==> config.mk <==
export PLATFORM = sky130hd
export DESIGN_NAME = wb_timeout
export DESIGN_NICKNAME = d
export VERILOG_FILES = /design/src/rtl/wb_timeout.sv
export SDC_FILE = /design/constraint.sdc
export NUM_CORES = 1
export LEC_CHECK = 0
export ABC_AREA = 1
export CORE_MARGIN = 2
export CORE_UTILIZATION = 42
export DETAILED_ROUTE_END_ITERATION = 7
export GPL_TIMING_DRIVEN = 0
export HOLD_SLACK_MARGIN = 0.12
export PLACE_DENSITY = 0.83
export REMOVE_ABC_BUFFERS = 1
export SETUP_SLACK_MARGIN = 0.1
export SYNTH_ARGS = -nofsm -noshare
export SYNTH_HDL_FRONTEND = slang
export SYNTH_SLANG_ARGS = --single-unit
==> constraint.sdc <==
create_clock -name clk -period 2 [get_ports clk]
set_input_delay 0.3 -clock clk [delete_from_list [all_inputs] [get_ports clk]]
set_output_delay 0.3 -clock clk [all_outputs]
set_load 0.05 [all_outputs]
==> src/rtl/wb_timeout.sv <==
// rtl/wb_timeout.sv - Wishbone watchdog stage that aborts slave cycles lacking a timely response
module wb_timeout #(
  parameter int DATA_WIDTH   = 32,
  parameter int ADDR_WIDTH   = 32,
  parameter int SELECT_WIDTH = (DATA_WIDTH / 8),
  parameter int TIMEOUT      = 1024,
  parameter int COUNT_WIDTH  = 16
) (
  input  logic                    clk,
  input  logic                    rst,
  input  logic [ADDR_WIDTH-1:0]   wbm_adr_i,
  input  logic [DATA_WIDTH-1:0]   wbm_dat_i,
  output logic [DATA_WIDTH-1:0]   wbm_dat_o,
  input  logic                    wbm_we_i,
  input  logic [SELECT_WIDTH-1:0] wbm_sel_i,
  input  logic                    wbm_stb_i,
  output logic                    wbm_ack_o,
  output logic                    wbm_err_o,
  output logic                    wbm_rty_o,
  input  logic                    wbm_cyc_i,
  output logic [ADDR_WIDTH-1:0]   wbs_adr_o,
  input  logic [DATA_WIDTH-1:0]   wbs_dat_i,
  output logic [DATA_WIDTH-1:0]   wbs_dat_o,
  output logic                    wbs_we_o,
  output logic [SELECT_WIDTH-1:0] wbs_sel_o,
  output logic                    wbs_stb_o,
  input  logic                    wbs_ack_i,
  input  logic                    wbs_err_i,
  input  logic                    wbs_rty_i,
  output logic                    wbs_cyc_o,
  output logic                    timeout_o,
  output logic [COUNT_WIDTH-1:0]  timeout_count_o
);

  localparam logic [1:0] ST_IDLE   = 2'd0;
  localparam logic [1:0] ST_ACTIVE = 2'd1;
  localparam logic [1:0] ST_ABORT  = 2'd2;

  localparam int CW = $clog2(TIMEOUT);
  localparam logic [CW-1:0] CNT_LAST = CW'(TIMEOUT - 1);

  logic [1:0]    state;
  logic [CW-1:0] cnt;
  logic          slv_resp;
  logic          accept;

  assign slv_resp = wbs_ack_i | wbs_err_i | wbs_rty_i;
  // A strobe still held while the master sees our response is not a new request.
  assign accept   = wbm_cyc_i & wbm_stb_i & ~(wbm_ack_o | wbm_err_o | wbm_rty_o);

  always_ff @(posedge clk) begin
    if (rst) begin
      state           <= ST_IDLE;
      cnt             <= '0;
      wbm_dat_o       <= '0;
      wbm_ack_o       <= 1'b0;
      wbm_err_o       <= 1'b0;
      wbm_rty_o       <= 1'b0;
      wbs_adr_o       <= '0;
      wbs_dat_o       <= '0;
      wbs_we_o        <= 1'b0;
      wbs_sel_o       <= '0;
      wbs_stb_o       <= 1'b0;
      wbs_cyc_o       <= 1'b0;
      timeout_o       <= 1'b0;
      timeout_count_o <= '0;
    end else begin
      case (state)
        ST_IDLE: begin
          wbm_ack_o <= 1'b0;
          wbm_err_o <= 1'b0;
          wbm_rty_o <= 1'b0;
          timeout_o <= 1'b0;
          wbs_cyc_o <= wbm_cyc_i;
          if (accept) begin
            wbs_adr_o <= wbm_adr_i;
            wbs_dat_o <= wbm_dat_i;
            wbs_we_o  <= wbm_we_i;
            wbs_sel_o <= wbm_sel_i;
            wbs_cyc_o <= 1'b1;
            wbs_stb_o <= 1'b1;
            cnt       <= '0;
            state     <= ST_ACTIVE;
          end
        end
        ST_ACTIVE: begin
          if (slv_resp) begin
            // A response always wins, even in the final counted cycle.
            wbm_dat_o <= wbs_dat_i;
            wbm_ack_o <= wbs_ack_i;
            wbm_err_o <= wbs_err_i;
            wbm_rty_o <= wbs_rty_i;
            wbs_stb_o <= 1'b0;
            wbs_we_o  <= 1'b0;
            wbs_cyc_o <= wbm_cyc_i;
            state     <= ST_IDLE;
          end else if (!wbm_cyc_i) begin
            wbs_cyc_o <= 1'b0;
            wbs_stb_o <= 1'b0;
            wbs_we_o  <= 1'b0;
            state     <= ST_IDLE;
          end else if (cnt == CNT_LAST) begin
            wbs_cyc_o <= 1'b0;
            wbs_stb_o <= 1'b0;
            wbs_we_o  <= 1'b0;
            wbm_err_o <= 1'b1;
            wbm_dat_o <= '0;
            timeout_o <= 1'b1;
            if (timeout_count_o != {COUNT_WIDTH{1'b1}}) begin
              timeout_count_o <= timeout_count_o + 1'b1;
            end
            state     <= ST_ABORT;
          end else begin
            cnt <= cnt + 1'b1;
          end
        end
        ST_ABORT: begin
          // Late slave responses land here and are dropped.
          wbm_err_o <= 1'b0;
          timeout_o <= 1'b0;
          wbs_cyc_o <= 1'b0;
          state     <= ST_IDLE;
        end
        default: begin
          state     <= ST_IDLE;
          wbs_cyc_o <= 1'b0;
          wbs_stb_o <= 1'b0;
        end
      endcase
    end
  end

endmodule

==> out/metrics.csv, run 1 <==
metric,value,unit
p_leak,4.039,nW
synth_top_cells_by_area,"dfxtp_1 (51%), nor2_1 (13%), nand2_1 (10%), o21ai_0 (7.1%), a21oi_1 (5.2%)",
dp_hpwl,10490,um
grt_use_met2,38.11,%
wirelength,15790,um
drive_above_1_share,6.965,%
portBuffers,230,
r2r-end,wbm_dat_o[19]$_SDFFE_PP0P_,
core_area,0.01252,mm2
drt_iter0_markers,391,
fin_hold_ws,0.4428,ns
ys.warnings.count,0,
min_path_cells,3,
crit_cells,1,
cp-start-kind,flip-flop,
slowest_delay,0.82,ns
hp-class,input pin to flip-flop,
hold_violations,0,
synth_edf_count,0,
synth_top_area_share,50.60,%
yosysTopAreaCell,dfxtp_1,
synth_cell_types,29,
ys_seq_elements,135,
path_max_fanout,2,
relSlewSlack,42.26,%
finalNonFillerCells,1134,
tightestPinTransition,0.8661,ns
cts_buffers,17,
avgSynthCellArea,7.327,um2
overflow,0,
finalMaxSlewViolations,0,
ys_top_cells_by_count,"nor2_1 (186), nand2_1 (143), dfxtp_1 (135), o21ai_0 (76), a21oi_1 (55)",
worstPathArrival,1.56,ns
dr.pass1.iters,4,
num_rows,41,
hold_start,wbs_dat_i[4],
use_met1,24.55,%
path_class,flip-flop to output pin,
required,1.70,ns
syn_inst,729,
setup_viol,0,
met3_usage,10.30,%
nNetsFinal,1059,
r2r_slack,0.17,ns
dp.cells,1096,
irDropWorstVdd,0.6375,mV
holdPathEnd,wbm_dat_o[4]$_SDFFE_PP0P_,
area_delta_synth_final,60.06,%
die_w,116.8,um
fmax,0.5364,GHz
status,completed,
initial_core_util,42.67,%
cts.path.max_buffers,2,
cts.clk_slew.worst_paths,0.06,ns
clock_skew,0.01044,ns
cts_tree,done,
crit_chain,clkdlybuf4s50_1,
ff2ff_path_depth,5,
cp_slowest_cell,clkdlybuf4s50_1,
r2r_start,state[0]$_SDFFE_PP0P_,
cts_sinks,135,
maxCapViolCount,0,
wl_per_cell,13.93,um
drc,0,
htreeDepth,4,
syn_area,0.005341,mm2
fin_crit_sh,93.21,%
path_buf_inv,1,
top_usage_layer,met2,
clock_latency,0.41,ns
yosysMostFrequentCell,nor2_1,
crit_family,buffers and inverters,
ios,231,
diodes,0,
fp.dieH,116.8,um
grt_max_degree,78,
gp_congestion,0.8419,
grt_usage,22.45,%
post_drt_via_cell_ratio,4.804,
async_flop_share,0,%
ctsHoldBuffers,0,
yosysSeqAreaShare,50.60,%
layout_min_cycle_time,1.864,ns
cellPowerDensity,872.5,mW/mm2
grt_pass1_vias,5037,
finalPower,7.460,mW
ant_nets,0,
yosys_most_used_dff,dfxtp_1,
rsz0062_at_grt,true,
die_area,0.01364,mm2
grt_pass1_wl,23780,um
crit_path_end_kind,output pin,
fin_util,68.30,%
cts_root_buffer,clkbuf_16,
antenna_found_initial,0,
dr_total_vias,5448,
kinds of logic after synthesis:
family | count (synthesis) | share of synthesized area, %
compound gates | 139 | 13.38
fa+ha+maj | 2 | 0.4684
buf+inv | 77 | 6.044
flops | 135 | 50.60
simple gates | 376 | 29.52
worst max path at each step:
| stage | end | slack [ns] | startpoint |
|---|---|---|---|
| 4_1_cts | wbm_dat_o[19]$_SDFFE_PP0P_ | 0.10 | cnt[0]$_SDFFE_PP0P_ |
| 3_3_place_gp | wbs_adr_o[29]$_SDFFE_PP0P_ | -3.21 | rst |
| 6_report | wbm_dat_o[25] | 0.14 | wbm_dat_o[25]$_SDFFE_PP0P_ |
| 2_1_floorplan | wbs_adr_o[0]$_SDFFE_PP0P_ | -0.28 | wbm_rty_o$_SDFFE_PP0P_ |
| 3_5_place_dp | wbs_adr_o[21]$_SDFFE_PP0P_ | -1.36 | wbm_cyc_i |
| 5_1_grt | wbm_dat_o[19]$_SDFFE_PP0P_ | 0.09 | state[0]$_SDFFE_PP0P_ |
metrics by stage:
stage               instance area [um2]  setup TNS (ns)  worst slack (ns)
floorplan                          5169          -19.35           -0.2808
global placement                   7686         -324.22            -3.209
detailed placement                 7727         -113.92            -1.363
CTS                                8376               0            0.1004
global route                       8549               0           0.09182
finish                             8549               0            0.1358
cells in the final DEF, fill, tap and decap left out, drive strengths merged, types with 4 or more instances in the layout:
cell | Yosys | final
dlymetal6s2s | 0 | 41
bufinv | 0 | 4
dlygate4sd2 | 0 | 28
nand2 | 152 | 152
nand4 | 11 | 11
nor3 | 6 | 6
clkbuf | 21 | 25
clkdlybuf4s50 | 0 | 160
nor2 | 193 | 193
nand3 | 11 | 12
inv | 38 | 38
o21ai | 79 | 79
dfxtp | 135 | 135
buf | 16 | 8
clkinv | 2 | 4
a21oi | 55 | 55
final cells by class:
| class | count | area, um2 |
|---|---|---|
| Inverter | 40 | 167.7 |
| Clock inverter | 7 | 141.4 |
| Sequential cell | 135 | 2703 |
| Multi-Input combinational cell | 518 | 2392 |
| Clock buffer | 25 | 485.5 |
| Fill cell | 1036 | 3968 |
| Tap cell | 172 | 215.2 |
| Timing Repair Buffer | 237 | 2445 |
where the power goes:
| group | internal, mW | switching, mW | total [mW] |
|---|---|---|---|
| Combinational | 0.481 | 0.782 | 1.26 |
| Sequential | 2.82 | 0.0642 | 2.89 |
| Clock | 2.19 | 1.12 | 3.31 |
routing by layer:
layer	wire (um)	vias to the layer above
met5	0	-
met4	348	0
met3	1496	24
met2	7941	196
met1	6007	2457
li1	-	2771
state kept, by name, summed over array words and instances (netlist names):
name and flops:
cnt 10, state 2, timeout_count_o 16, timeout_o 1, wbm_ack_o 1, wbm_dat_o 32
wbm_err_o 1, wbm_rty_o 1, wbs_adr_o 32, wbs_cyc_o 1, wbs_dat_o 32, wbs_sel_o 4
wbs_stb_o 1, wbs_we_o 1
repair_timing:
item | CTS | global route
pin swaps | 0 | 2
gates resized for setup | 37 | 48
endpoints found under the setup margin | 139 | 81
cloned | 1 | 0
setup buffers | 0 | 5
No activity file was read; power rests on OpenSTA's default activity.
==> inputs of run 2 (changes only) <==
--- a/config.mk
+++ b/config.mk
@@ -6,7 +6,7 @@
 export NUM_CORES = 1
 export LEC_CHECK = 0
 export ABC_AREA = 1
-export CORE_MARGIN = 2
+export CORE_MARGIN = 1.5
 export CORE_UTILIZATION = 42
 export DETAILED_ROUTE_END_ITERATION = 7
 export GPL_TIMING_DRIVEN = 0
==> out/metrics.csv, run 2 (same netlist as run 1, synthesis figures left out) <==
metric,value,unit,change
final_cell_mix,"nor2_1 (185), clkdlybuf4s50_1 (159), nand2_1 (142)",,"was nor2_1 (184), clkdlybuf4s50_1 (160), nand2_1 (142)"
grt_pass1_wl,22970,um,"was 23,780 um"
reg_top3,"wbm_dat_o: 32 flops, wbs_adr_o: 32 flops, wbs_dat_o: 32 flops",,unchanged
fmax,0.5331,GHz,was 0.5364 GHz
nNetsFinal,1057,,"was 1,059"
area_delta_synth_final,58.16,%,was 60.06%
fin_util,67.49,%,was 68.30%
core_area,0.01252,mm2,unchanged
dr_total_vias,5367,,"was 5,448"
register_area,0.002703,mm2,unchanged
post_drt_via_cell_ratio,4.750,,was 4.804
dr.pass1.iters,5,,was 4
cts.clk_slew.worst_paths,0.06,ns,about the same
r2r-end,timeout_count_o[11]$_SDFFE_PP0P_,,was wbm_dat_o[19]$_SDFFE_PP0P_
rsz0062_at_grt,false,,was true
ant_nets,0,,unchanged
fin_hold_ws,0.4423,ns,was 0.4428 ns
placed_area,0.007727,mm2,unchanged
ios,231,,unchanged
fp.dieH,115.8,um,was 116.8 um
ff2ff_path_depth,12,,was 5
overflow,0,,unchanged
p_leak,4.005,nW,was 4.039 nW
cts_buffers,17,,unchanged
fin_area,0.008448,mm2,was 0.008549 mm2
antenna_found_initial,0,,unchanged
grt_pass1_vias,4785,,"was 5,037"
finalMaxSlewViolations,0,,unchanged
gp_congestion,0.8311,,was 0.8419
crit_path_end_kind,output pin,,unchanged
dp.cells,1096,,unchanged
cp-start-kind,flip-flop,,unchanged
path_class,flip-flop to output pin,,unchanged
clock_skew,0.005075,ns,was 0.01044 ns
wl_per_cell,13.62,um,was 13.93 um
slowest_delay,0.83,ns,was 0.82 ns
tightestPinTransition,0.5769,ns,was 0.8661 ns
num_rows,41,,unchanged
grt_usage,22.08,%,was 22.45%
required,1.70,ns,about the same
cts_sinks,135,,unchanged
portBuffers,230,,unchanged
wirelength,15390,um,"was 15,790 um"
grt_max_degree,74,,was 78
crit_family,buffers and inverters,,unchanged
hp-class,input pin to flip-flop,,unchanged
setup_viol,0,,unchanged
die_area,0.01340,mm2,was 0.01364 mm2
relSlewSlack,61.50,%,was 42.26%
status,completed,,unchanged
drc,0,,unchanged
initial_core_util,42.67,%,unchanged
cts_root_buffer,clkbuf_16,,unchanged
fin_crit_sh,93.79,%,was 93.21%
die_w,115.8,um,was 116.8 um
clock_latency,0.41,ns,about the same
path_max_fanout,2,,unchanged
layout_min_cycle_time,1.876,ns,was 1.864 ns
finalNonFillerCells,1130,,"was 1,134"
dp_hpwl,10410,um,"was 10,490 um"
crit_cells,1,,unchanged
path_buf_inv,1,,unchanged
htreeDepth,4,,unchanged
r2r_start,timeout_count_o[1]$_SDFFE_PP0P_,,was state[0]$_SDFFE_PP0P_
cts_tree,done,,unchanged
layout_commonest_cell,nor2_1,,unchanged
crit_chain,clkdlybuf4s50_1,,unchanged
cellPowerDensity,835.7,mW/mm2,was 872.5 mW/mm2
hold_violations,0,,unchanged
maxCapViolCount,0,,unchanged
crit_end,wbm_dat_o[18],,was wbm_dat_o[25]
diodes,0,,unchanged
irDropWorstVdd,0.8551,mV,was 0.6375 mV
drt_iter0_markers,400,,was 391
cp_slowest_cell,clkdlybuf4s50_1,,unchanged
r2r_slack,0.27,ns,was 0.17 ns
multi_input_area,0.002381,mm2,was 0.002392 mm2
fillerInstances,1078,,"was 1,036"
startpoint,wbm_dat_o[18]$_SDFFE_PP0P_,,was wbm_dat_o[25]$_SDFFE_PP0P_
cts.path.max_buffers,2,,unchanged
drive_above_1_share,6.785,%,was 6.965%
worstPathArrival,1.58,ns,was 1.56 ns
==> run 2: changes by cell type in the layout (fill, tap and decap cells not counted), moves of 2 or more <==
cell and delta:
buf_4 -2, clkbuf_1 -3, bufinv_16 -3, clkinv_2 +3
==> run 2: worst min path at each step <==
stage                                       from                        end  cells after the start
final                                   wbm_we_i      wbs_we_o$_SDFFE_PP0P_                      3
after global routing                wbs_dat_i[3]  wbm_dat_o[3]$_SDFFE_PP0P_                      3
after CTS                               wbm_we_i      wbs_we_o$_SDFFE_PP0P_                      3
after detailed placement  wbs_stb_o$_SDFFE_PP0P_     wbs_stb_o$_SDFFE_PP0P_                      2
after global placement    wbs_stb_o$_SDFFE_PP0P_     wbs_stb_o$_SDFFE_PP0P_                      2
after floorplan                              rst        cnt[1]$_SDFFE_PP0P_                      1
==> run 2: timing repair <==
item / 4_1_cts / 5_1_grt
pin swaps: 0 / 2
setup endpoints to repair: 140 / 107
setup buffers: 0 / 3
resized for setup: 37 / 49
cloned: 0 / 1
hold buffers: 0 / 0
==> run 2: per-stage QoR <==
step	power (mW)	setup TNS, ns	setup WS [ns]
global route	7.316	0	0.1003
detailed placement	4.211	-120.75	-1.419
global placement	4.194	-331.89	-3.252
finish	7.060	0	0.1243
floorplan	3.646	-19.35	-0.2808
CTS	7.114	0	0.1015
==> run 2: power by group <==
part | total, mW | internal [mW] | switching [mW]
Clock | 2.91 | 1.79 | 1.13
Combinational | 1.26 | 0.481 | 0.779
Sequential | 2.89 | 2.82 | 0.0640
==> run 2: cell type report <==
class	instances	area share [%]
Inverter	40	2.014
Clock buffer	22	5.613
Sequential cell	135	31.99
Timing Repair Buffer	235	28.78
Multi-Input combinational cell	518	28.18
Tap cell	172	2.547
Clock inverter	8	0.8738
==> run 2: worst reg2reg max path, stage by stage, from the launching register on <==
cell	delay, ns
dfxtp_1	0.37
ha_2	0.23
inv_1	0.10
nor2_2	0.18
nand2_1	0.12
clkinv_1	0.08
nand2_4	0.09
nand2_4	0.18
inv_4	0.07
nand2_1	0.08
nand2_1	0.05
nand2_1	0.05
nor2_1	0.04
==> run 2: per-layer routing <==
metal	wire length, um	GRT usage, %	vias up	share of wire (%)
met5	0	0	-	0
met4	163	8.049	0	1.1
met3	1355	9.153	12	8.8
met2	7653	36.43	172	50
met1	6216	25.81	2415	40
li1	-	-	2768	-
==> inputs of run 3 (changes only) <==
--- a/config.mk
+++ b/config.mk
@@ -7,11 +7,12 @@
 export LEC_CHECK = 0
 export ABC_AREA = 1
 export CORE_MARGIN = 1.5
-export CORE_UTILIZATION = 42
+export CORE_UTILIZATION = 61
 export DETAILED_ROUTE_END_ITERATION = 7
+export DONT_BUFFER_PORTS = 1
 export GPL_TIMING_DRIVEN = 0
 export HOLD_SLACK_MARGIN = 0.12
-export PLACE_DENSITY = 0.83
+export PLACE_DENSITY = 0.8
 export REMOVE_ABC_BUFFERS = 1
 export SETUP_SLACK_MARGIN = 0.1
 export SYNTH_ARGS = -nofsm -noshare
==> out/metrics.csv, run 3 (same netlist as run 1, synthesis figures left out) <==
metric,value,unit,change
p_leak,2.787,nW,was 4.005 nW
crit_path_end_kind,flip-flop,,was output pin
hp-class,input pin to flip-flop,,unchanged
drt_iter0_markers,453,,was 400
ant_nets,0,,unchanged
placed_area,0.005346,mm2,was 0.007727 mm2
fmax,0.5236,GHz,was 0.5331 GHz
cts_sinks,135,,unchanged
maxCapViolCount,0,,unchanged
worstPathArrival,2.32,ns,was 1.58 ns
fin_util,85.81,%,was 67.49%
path_max_fanout,37,,was 2
overflow,0,,unchanged
post-place-ws,-0.9868,ns,was -1.419 ns
cts_root_buffer,clkbuf_8,,was clkbuf_16
num_rows,33,,was 41
dp.cells,799,,"was 1,096"
setup_viol,0,,unchanged
diodes,0,,unchanged
cts_tree,done,,unchanged
violations,design-rule violations,,
wl_per_cell,19.93,um,was 13.62 um
antenna_found_initial,0,,unchanged
tightestPinTransition,0.6065,ns,was 0.5769 ns
cp-start-kind,flip-flop,,unchanged
grt_usage,38.33,%,was 22.08%
setup_slack,0.09012,ns,was 0.1243 ns
relSlewSlack,59.51,%,was 61.50%
dp_hpwl,8777,um,"was 10,410 um"
die_w,96.58,um,was 115.8 um
dr_total_vias,5764,,"was 5,367"
grt_max_degree,80,,was 74
rsz0062_at_grt,true,,was false
ios,231,,unchanged
grt_pass1_wl,26750,um,"was 22,970 um"
fillerInstances,404,,"was 1,078"
htreeDepth,4,,unchanged
cts_buffers,17,,unchanged
fp.dieH,96.58,um,was 115.8 um
setup_tns,0,ns,unchanged
nNetsFinal,937,,"was 1,057"
fin_crit_sh,95.49,%,was 93.79%
irDropWorstVdd,0.8473,mV,was 0.8551 mV
clock_skew,0.01349,ns,was 0.005075 ns
hold_violations,0,,unchanged
drive_above_1_share,11.55,%,was 6.785%
portBuffers,0,,was 230
wirelength,18830,um,"was 15,390 um"
reg_top3,"wbm_dat_o: 32 flops, wbs_adr_o: 32 flops, wbs_dat_o: 32 flops",,unchanged
cts.clk_slew.worst_paths,0.07,ns,was 0.06 ns
finalNonFillerCells,945,,"was 1,130"
cts.path.max_buffers,2,,unchanged
post_drt_via_cell_ratio,6.099,,was 4.750
dr.pass1.iters,8,,was 5
fin_area,0.007157,mm2,was 0.008448 mm2
clock_latency,0.53,ns,was 0.41 ns
die_area,0.009327,mm2,was 0.01340 mm2
status,finished with violations,,was completed
area_delta_synth_final,33.99,%,was 58.16%
core_area,0.008341,mm2,was 0.01252 mm2
drc,2,,was 0
grt_pass1_vias,5435,,"was 4,785"
path_class,flip-flop to flip-flop,,was flip-flop to output pin
required,2.41,ns,was 1.70 ns
final_cell_mix,"nor2_1 (183), nand2_1 (142), dfxtp_1 (115)",,"was nor2_1 (185), clkdlybuf4s50_1 (159), nand2_1 (142)"
initial_core_util,64.04,%,was 42.67%
gp_congestion,0.8448,,was 0.8311
layout_commonest_cell,nor2_1,,unchanged
layout_min_cycle_time,1.910,ns,was 1.876 ns
cellPowerDensity,964.1,mW/mm2,was 835.7 mW/mm2
finalMaxSlewViolations,0,,unchanged
run 3: cell count changes in the layout (fill, tap and decap cells not counted), moves of 3 or more:
| cell | change |
|---|---|
| inv_6 | +4 |
| dlygate4sd3_1 | +106 |
| inv_2 | +3 |
| inv_1 | -3 |
| dfxtp_1 | -20 |
| clkdlybuf4s50_1 | -159 |
| dfxtp_2 | +18 |
| inv_8 | +3 |
| clkinv_2 | -4 |
| dlygate4sd2_1 | -29 |
| dlymetal6s2s_1 | -41 |
| clkinvlp_4 | +3 |
run 3: layout make-up:
cell class | instances | area (um2) | area share, %
flip-flops and latches | 135 | 2733 | 38.18
clock inverters | 14 | 132.6 | 1.853
multi-input cells | 519 | 2414 | 33.72
inverters | 40 | 167.7 | 2.343
well taps | 105 | 131.4 | 1.836
clock buffers | 18 | 417.9 | 5.839
repair buffers | 114 | 1161 | 16.22
run 3: worst paths after layout:
path | startpoint | endpoint | slack (ns) | cells after the start
hold / removal | wbs_rty_i | wbs_cyc_o$_SDFFE_PP0P_ | 0.15 | 4
hold reg to reg | cnt[9]$_SDFFE_PP0P_ | cnt[9]$_SDFFE_PP0P_ | 0.51 | 2
setup reg to reg | wbm_rty_o$_SDFFE_PP0P_ | cnt[9]$_SDFFE_PP0P_ | 0.09 | 8
setup / recovery | wbm_rty_o$_SDFFE_PP0P_ | cnt[9]$_SDFFE_PP0P_ | 0.09 | 8
run 3: where the power goes:
part / leakage (nW) / internal (mW) / switching, mW
Combinational: 1.42 / 0.266 / 0.341
Sequential: 1.11 / 2.82 / 0.555
Clock: 0.258 / 1.58 / 1.34
Total: 2.79 / 4.66 / 2.24
run 3: what timing repair did:
action,CTS,global route
cloned,0,2
pin swaps,0,4
hold buffers,107,0
buffers inserted,0,5
endpoints found under the setup margin,127,124
gates resized for setup,19,24
endpoints found under the hold margin,116,0
run 3: per-layer routing:
layer / part of all wire [%] / track usage [%] / wire length (um) / up-vias
met5: 0 / 0 / 0 / -
met4: 7.1 / 26.45 / 1346 / 0
li1: - / - / - / 2527
met3: 9.5 / 12.05 / 1780 / 133
met1: 34 / 38.63 / 6377 / 2645
met2: 50 / 67.02 / 9329 / 459
run 3: critical path, stage by stage (launching register included):
cell     delay [ns]
dfxtp_2        0.43
nor2_1         0.16
nand4_1        0.18
inv_2          0.20
nand2_8        0.20
nand2_8        0.20
nand2_1        0.11
o21ai_0        0.24
nor2_1         0.07
run 3: per-stage QoR:
step	power [mW]	hold WS [ns]
finish	6.900	0.1454
global route	7.064	0.1722
global placement	3.726	0.3746
floorplan	3.646	0.3691
CTS	6.773	0.1263
detailed placement	3.751	0.3756
